<file path="src/rtl/sync_debounce.sv">
// sync_debounce: per-channel multi-flop synchronizer followed by a
// counter-based debouncer, with registered rise/fall edge pulses.
// There is no handshake in this block: in is sampled every clock, and
// out/rise/fall are plain registered levels/pulses valid every cycle.
module sync_debounce #(
  parameter int              WIDTH     = 4,
  parameter int              STAGES    = 2,
  parameter int              DB_CYCLES = 4,
  parameter logic [WIDTH-1:0] RESET_VAL = '0
) (
  input  logic             clk,
  input  logic             reset,
  input  logic [WIDTH-1:0] in,
  output logic [WIDTH-1:0] out,
  output logic [WIDTH-1:0] rise,
  output logic [WIDTH-1:0] fall
);

  localparam int CW = $clog2(DB_CYCLES + 1);
  localparam logic [CW-1:0] CNT_MAX = CW'(DB_CYCLES - 1);

  logic [WIDTH-1:0] sync_q [STAGES];
  logic [WIDTH-1:0] sync;
  logic [CW-1:0]    cnt [WIDTH];
  logic [WIDTH-1:0] diff;
  logic [WIDTH-1:0] load;

  // Synchronizer chain: straight flop-to-flop, no logic between stages.
  always_ff @(posedge clk or negedge reset) begin
    if (!reset) begin
      for (int s = 0; s < STAGES; s++) begin
        sync_q[s] <= RESET_VAL;
      end
    end else begin
      sync_q[0] <= in;
      for (int s = 1; s < STAGES; s++) begin
        sync_q[s] <= sync_q[s-1];
      end
    end
  end

  assign sync = sync_q[STAGES-1];

  // A channel updates when it has disagreed with out on DB_CYCLES edges in a row.
  always_comb begin
    diff = sync ^ out;
    load = '0;
    for (int i = 0; i < WIDTH; i++) begin
      load[i] = diff[i] && (cnt[i] == CNT_MAX);
    end
  end

  // Debounce counters, debounced level and edge pulses.
  always_ff @(posedge clk or negedge reset) begin
    if (!reset) begin
      out  <= RESET_VAL;
      rise <= '0;
      fall <= '0;
      for (int i = 0; i < WIDTH; i++) begin
        cnt[i] <= '0;
      end
    end else begin
      for (int i = 0; i < WIDTH; i++) begin
        if (!diff[i] || load[i]) begin
          cnt[i] <= '0;
        end else begin
          cnt[i] <= cnt[i] + 1'b1;
        end
      end
      out  <= out ^ load;
      rise <= load & sync;
      fall <= load & ~sync;
    end
  end

endmodule
</file>
<file path="config.mk">
export PLATFORM = sky130hd
export DESIGN_NAME = sync_debounce
export DESIGN_NICKNAME = d
export VERILOG_FILES = /design/src/rtl/sync_debounce.sv
export SDC_FILE = /design/constraint.sdc
export NUM_CORES = 1
export LEC_CHECK = 0
export ABC_AREA = 1
export CORE_MARGIN = 2
export CORE_UTILIZATION = 47
export DETAILED_ROUTE_END_ITERATION = 8
export GPL_TIMING_DRIVEN = 0
export PLACE_DENSITY = 0.71
export SYNTH_ARGS = -nofsm -noshare
export SYNTH_HDL_FRONTEND = slang
export SYNTH_SLANG_ARGS = --single-unit
export TNS_END_PERCENT = 30
</file>
<file path="constraint.sdc">
create_clock -name clk -period 2.05 [get_ports clk]
set_input_delay 0.205 -clock clk [delete_from_list [all_inputs] [get_ports clk]]
set_output_delay 0.205 -clock clk [all_outputs]
set_load 0.01 [all_outputs]
</file>
# After elaboration in Yosys (flattened, before gate mapping)

Cells that the tools add are included.

Memories: 0
Bits in read-only memories: 0
Latch bits: 0
Memory bits (writable): 0
Register bits after elaboration: 32

Eq/ne operators: 4
$mul: 0
Shift-type cells: 0
Divide/modulo/power cells: 0
$add $sub $neg: 4
Multiplexer cells: 4
Reductions and logical operators: 12
Order comparisons: 0
Bitwise gates (word level): 5

Operator list:

| cell                                                                   | count |
|---|---|
| 3-bit by 1-bit adder with 3-bit output (second input constant)         | 4 |
| 3-bit by 2-bit equality test with 1-bit output (second input constant) | 4 |
| 3-bit two-way mux                                                      | 4 |
| 4-bit bitwise AND                                                      | 2 |
| 4-bit XOR                                                              | 2 |
| 1-bit logical AND                                                      | 4 |
| 1-bit logical NOT                                                      | 4 |
| 1-bit logical OR                                                       | 4 |
| 4-bit inverter                                                         | 1 |

# Longest topological paths before layout

Gate-level depths: netlist of run 1.

Depth after elaboration: 4
Depth in mapped cells: 5

# Worst setup path after synthesis of run 1

No wires, ideal clock.

Path type: reg2reg
Start point: register cnt[3] (netlist bit)
End point: register cnt[3] (netlist bit)
Stages on the path, launching flop included: 6
Arrival time: 972 ps
Setup time: 71 ps
Period minus slack after synthesis: 1043 ps
Required time: 1979 ps
Path slack: 1007 ps
Buffers on the path: 0
Cells stage by stage: dfrtp_1 -> ha_1 -> ha_1 -> inv_1 -> nand3_2 -> nor2_1

Word-level cells in the longest chain between the ends: 4

Ends and longest elaborated chain:

| element                                                                        | line | source |
|---|---|---|
| start, declared                                                                | 24   | `logic [CW-1:0] cnt [WIDTH];` |
| start signal, assigned by index                                                | 67   | `cnt[i] <= cnt[i] + 1'b1;` |
| branches (longest 3 deep; another with 3-bit by 1-bit adder with 3-bit output) | n/a  |  |
| 3-bit two-way mux *                                                            | 64   | `if (!diff[i] \|\| load[i]) begin` |

Mark *: on every way between the ends.

==> results of run 1 <==
layout by cell type (no fill, tap or decap), drive strengths merged:
cell type       n
dfrtp          32
inv            20
nor2           16
clkdlybuf4s50  16
nand2          12
ha              8
clkbuf          6
nand3           4
nor3            4
o21ai           4
clkinv          1
bufinv          1
dlygate4sd3     1
buf             1
cell families after synthesis:
logic type	Yosys count	share of synthesized area [%]
AND/OR/NAND/NOR	36	14.2
flip-flops	32	69.0
buffers and inverters	20	6.47
adder cells (fa/ha/maj)	8	8.62
AO/OA/AOI/OAI	4	1.72
cell type report:
type | count | share of cell area [%]
clock inverters | 2 | 2.42
clock buffers | 6 | 2.85
multi-input cells | 48 | 19.7
flip-flops and latches | 32 | 55.2
inverters | 20 | 5.18
repair buffers | 18 | 12.1
well taps | 30 | 2.59
how the worst max path moves through the flow:
| stage | from | slack, ns | cells after the start | to |
|---|---|---|---|---|
| final | flop | 0.56 | 1 | out[2] |
| after global routing | flop | 0.50 | 1 | out[2] |
| after CTS | flop | 0.54 | 1 | out[2] |
| after detailed placement | reset | 0.20 | 1 | cnt[6] |
| after global placement | reset | 0.24 | 1 | cnt[7] |
| after floorplan | cnt[3] | 1.01 | 5 | cnt[3] |
routing by layer:
metal	track usage [%]	up-vias	part of all wire, %
met5	0	-	0
met4	6.41	0	1.4
met3	7.78	5	6.5
met2	25.4	19	54
met1	14.5	344	38
li1	-	354	-
through the flow:
stage	utilization [%]	total power [mW]	setup slack, ns	instance area [um^2]
after global routing	60.2	1.89	0.500	1450
after detailed placement	56.8	1.31	0.201	1370
after floorplan	-	1.13	1.01	1160
after global placement	56.8	1.28	0.237	1370
final	60.2	1.75	0.559	1450
after CTS	60.0	1.79	0.539	1450
repair_timing:
action                                 in CTS  in global routing
hold buffers                                0                  1
endpoints found under the hold margin       0                 32
resized for setup                           0                  0
power groups by stage:
stage | Clock (mW) | Sequential (mW) | Combinational [mW]
2_1_floorplan | 0 | 0.873 | 0.258
3_3_place_gp | 0 | 0.858 | 0.421
3_5_place_dp | 0 | 0.868 | 0.442
4_1_cts | 0.477 | 0.857 | 0.456
5_1_grt | 0.500 | 0.872 | 0.520
6_report | 0.458 | 0.853 | 0.444
==> results.md, run 1 <==
- Status: complete, no violations
- Synthesized area: 1160 um^2
- CP endpoint kind: primary output
- Setup violators final: 0
- Crit-path max cell delay: 0.56 ns
- Crit-path cells: clkdlybuf4s50_1
- Post-synth EDFFs: 0
- Die H: 53.7 um
- Slew @ Worst Pin: 0.673 ns
- Reg2Reg Depth: 5
- R2R Setup Slk: 0.88 ns
- FFs w/ async S/R, synth: 100%
- CTS tree: built
- Hold Vio Cnt, Final: 0
- Total of fill cells in the finished design: 209
- Clk pin slew, worst setup/hold paths: 0.10 ns
- Initial antenna violation count: 0
- Largest net degree at the start of global routing: 33
- Root Driver: clkbuf_4
- VDD IR max: 0.870 mV
- Sequential-to-total area share from yosys stat: 69.0%
- Cell Int Power: 1.24 mW
- Die width: 53.7 um
- Final number of max-transition violations: 0
- Delay-heaviest family, CP: buffers and inverters
- Arr. time, crit path: 1.29 ns
- P_sw: 0.518 mW
- Min-delay src: in[3]
- Clock Latency Late Sink: 0.32 ns
- Slowest cell on crit path: clkdlybuf4s50_1
- Final wirelength: 1.67 mm
- Die ar.: 2880 um^2
- Fraction of layout cells with a size suffix above 1: 9.52%
- Number of global-route vias before repair: 673
- First-pass GRT wire length: 2.85 mm
- Synth area leaders: dfrtp_1 (69%), ha_1 (8.6%), inv_1 (6.5%), nor2_1 (5.2%), nand2_1 (3.9%)
- Sw Ratio: 29.5%
- Antenna-violating nets left: 0
- Max Clk Rate: 0.671 GHz
- Max clock buf depth: 2
- H-tree levels: 2
- Period Utilization, post-route: 72.7%
- Core area: 2410 um^2
- Post-route insts no fill: 156
- GRT Util Overall: 14.7%
- Post-DR wirelength/cell: 10.7 um
- Worst Path Buf+Inv: 1
- Dpl cells: 147
- Top post-synthesis cells by count: dfrtp_1 (32), inv_1 (20), nor2_1 (16)
- Footprint of the multi-input gates: 285 um^2
- Syn_area_per_cell: 11.6 um^2
- Primary FF master, synth: dfrtp_1
- Effective utilization at floorplan: 48.2%
- R2R Path End: cnt[11]
- Worst setup path class: reg -> out
- Yosys top cell area share: 69.0%
- Leading area contributor after synthesis: dfrtp_1
- Clock sinks: 32
- P_leak: 0.736 nW
- Reg2Reg Launch Point: cnt[9]
- Number of remaining DRC errors: 0
- Max FO, Critical Path: 4
- Pre-Repair DR Iteration Count: 4
- Setup TNS: 0 ns
- Sequential fraction of design power: 48.6%
- Post-CTS Setup Bufs: 0
- DR vias: 722
- # rows: 18
- P&R area growth vs syn: 24.9%
- Syn_nets: 114
- Data required time of the worst path: 1.85 ns
- FF/Latch Area: 801 um^2
- Power Density: 1210 nW/um^2
- Num CTS Buffers: 5
- GRT overflow: 0
- Startpoint Class: flop
- Worst hold stages: 1
- Combinational share of power: 25.3%
- Synth cell types: 8
- Hold endpoint: sync_q[7]
- Cell with the most instances after synthesis: dfrtp_1
- Synth Register Bits: 32
- Worst hold path type: in -> reg
- Max-slew headroom: 55.2%
- Synth warn: 0
- Minimum clock period: 1.49 ns
- RD Place Congestion: 0.692
- Final Skew: 0.00788 ns
- Clk pwr share: 26.1%
- # diodes: 0
- Dpl hpwl: 1.13 mm
- Unrepaired setup endpoints after global routing: false
- I/O pin total: 18
- Starting DRC count in detailed routing: 9
- Worst hold slack: 0.307 ns
- Mean number of vias per cell: 4.63
- Max Cap Viol: 0
- # port buffers: 17
- Final nets: 139
- Post-Syn Instances: 100
(Power assumes the default switching activity.)
==> inputs of run 2 (changes only) <==
==> constraint.sdc (replaced) <==
create_clock -name clk -period 1.4 [get_ports clk]
set_input_delay 0.14 -clock clk [delete_from_list [all_inputs] [get_ports clk]]
set_output_delay 0.14 -clock clk [all_outputs]
set_load 0.01 [all_outputs]
==> run 2 against run 1 <==
  * Total power is 47% higher
  * Cell count is 1.3% higher
  * Via count is 1.9% higher
  * Wire length is 1.6% higher
  * Critical path type unchanged
  * Highest routed layer unchanged
==> results.md, run 2 (synthesis results as in run 1) <==
- Status: complete, no violations
- Critical Path Start: fall[1]
- P&R area growth vs syn: 26.4%
- Max Cap Viol: 0
- Setup TNS: 0 ns
- Max-slew headroom: 54.7%
- Final Power: 2.58 mW
- Arr. time, crit path: 1.20 ns
- Crit-path max cell delay: 0.53 ns
- R2R Path End: cnt[11]
- Largest net degree at the start of global routing: 33
- Period Utilization, post-route: 95.7%
- R2R Setup Slk: 0.23 ns
- Mean number of vias per cell: 4.66
- Slowest cell on crit path: clkdlybuf4s50_1
- Worst Path Buf+Inv: 1
- Crit path depth: 1
- Reg2Reg Launch Point: cnt[9]
- CTS tree: built
- Number of global-route vias before repair: 695
- CP Capture Point: fall[1]
- Max clock buf depth: 2
- Max FO, Critical Path: 1
- Most frequent cells in the layout: dfrtp_1 (32), inv_1 (20), nor2_1 (16), nand2_1 (12), clkdlybuf4s50_1 (12)
- GRT Util Overall: 15.0%
- Number of remaining DRC errors: 0
- Most common cell after layout, fill and taps aside: dfrtp_1
- RD Place Congestion: 0.692
- I/O pin total: 18
- Max Clk Rate: 0.747 GHz
- Die ar.: 2880 um^2
- Post-DR wirelength/cell: 10.7 um
- Hold Vio Cnt, Final: 0
- Antenna-violating nets left: 0
- Startpoint Class: flop
- Data required time of the worst path: 1.26 ns
- Reg2Reg Depth: 5
- Final number of max-transition violations: 0
- H-tree levels: 2
- Root Driver: clkbuf_4
- First-pass GRT wire length: 2.90 mm
- Worst hold path type: in -> reg
- Min-delay src: in[3]
- Worst hold slack: 0.241 ns
- P_leak: 0.778 nW
- Starting DRC count in detailed routing: 11
- Die width: 53.7 um
- VDD IR max: 1.35 mV
- Unrepaired setup endpoints after global routing: false
- Minimum clock period: 1.34 ns
- Core area: 2410 um^2
- Fraction of layout cells with a size suffix above 1: 10.9%
- Slew @ Worst Pin: 0.679 ns
- Clock Latency Late Sink: 0.32 ns
- Num CTS Buffers: 5
- DR vias: 736
- # diodes: 0
- Crit-path cells: clkdlybuf4s50_1
- Clk pin slew, worst setup/hold paths: 0.10 ns
- FF/Latch Area: 801 um^2
- Footprint of the multi-input gates: 285 um^2
- Clock sinks: 32
- CP endpoint kind: primary output
- Pre-Repair DR Iteration Count: 4
- # rows: 18
- Worst setup path class: reg -> out
- Dpl hpwl: 1.13 mm
- Final wirelength: 1.69 mm
- Delay-heaviest family, CP: buffers and inverters
- # port buffers: 17
- Dpl cell area: 1370 um^2
- Final nets: 141
- Die H: 53.7 um
- Setup violators final: 0
- Design Area, Final: 1470 um^2
- Power Density: 1760 nW/um^2
- Effective utilization at floorplan: 48.2%
- Total of fill cells in the finished design: 209
- GRT overflow: 0
- Final Skew: 0.00799 ns
- Initial antenna violation count: 0
-- run 2: changes by cell type in the layout (fill, tap and decap cells not counted) --
cell	delta
buf_4	+2
dlymetal6s2s_1	+2
dlygate4sd2_1	+2
clkdlybuf4s50_1	-4
-- run 2: worst min path at each step --
stage                                       to  slack [ns]  cells past startpoint
floorplan           asynchronous set/reset pin       -0.16                      0
global placement                       sync[3]        0.33                      0
detailed placement                     sync[1]        0.34                      0
CTS                                  sync_q[5]        0.22                      1
global route                         sync_q[7]        0.22                      1
finish                               sync_q[7]        0.24                      1
-- run 2: timing repair --
item                       CTS  global route
hold buffers                 0             1
hold endpoints to repair     0            32
resized for setup            3             2
buffers inserted             2             0
setup endpoints to repair   36             2
-- run 2: metal layers --
| layer | part of all wire, % | vias to the layer above | global-route usage (%) |
|---|---|---|---|
| li1 | - | 358 | - |
| met1 | 37 | 354 | 14.5 |
| met2 | 54 | 19 | 26.2 |
| met3 | 6.6 | 5 | 7.78 |
| met4 | 1.4 | 0 | 6.41 |
| met5 | 0 | - | 0 |
-- run 2: per-stage QoR --
| step | setup slack [ns] | util, % | cells |
|---|---|---|---|
| 4_1_cts | 0.00894 | 60.4 | 157 |
| 3_3_place_gp | -0.348 | 56.8 | 147 |
| 3_5_place_dp | -0.384 | 56.8 | 147 |
| 6_report | 0.0606 | 60.9 | 158 |
| 2_1_floorplan | 0.357 | - | 100 |
| 5_1_grt | 0.0110 | 60.9 | 158 |
-- run 2: area by class of cell --
class                   instances  area share, %
multi-input cells              48           19.4
flip-flops and latches         32           54.6
repair buffers                 20           13.1
well taps                      30           2.56
clock inverters                 2           2.39
inverters                      20           5.12
clock buffers                   6           2.81
-- run 2: power breakdown --
group | leakage [nW] | internal (mW) | switching [mW]
logic | 0.323 | 0.307 | 0.370
registers | 0.412 | 1.13 | 0.0980
clock network | 0.0422 | 0.374 | 0.297
total | 0.778 | 1.82 | 0.765
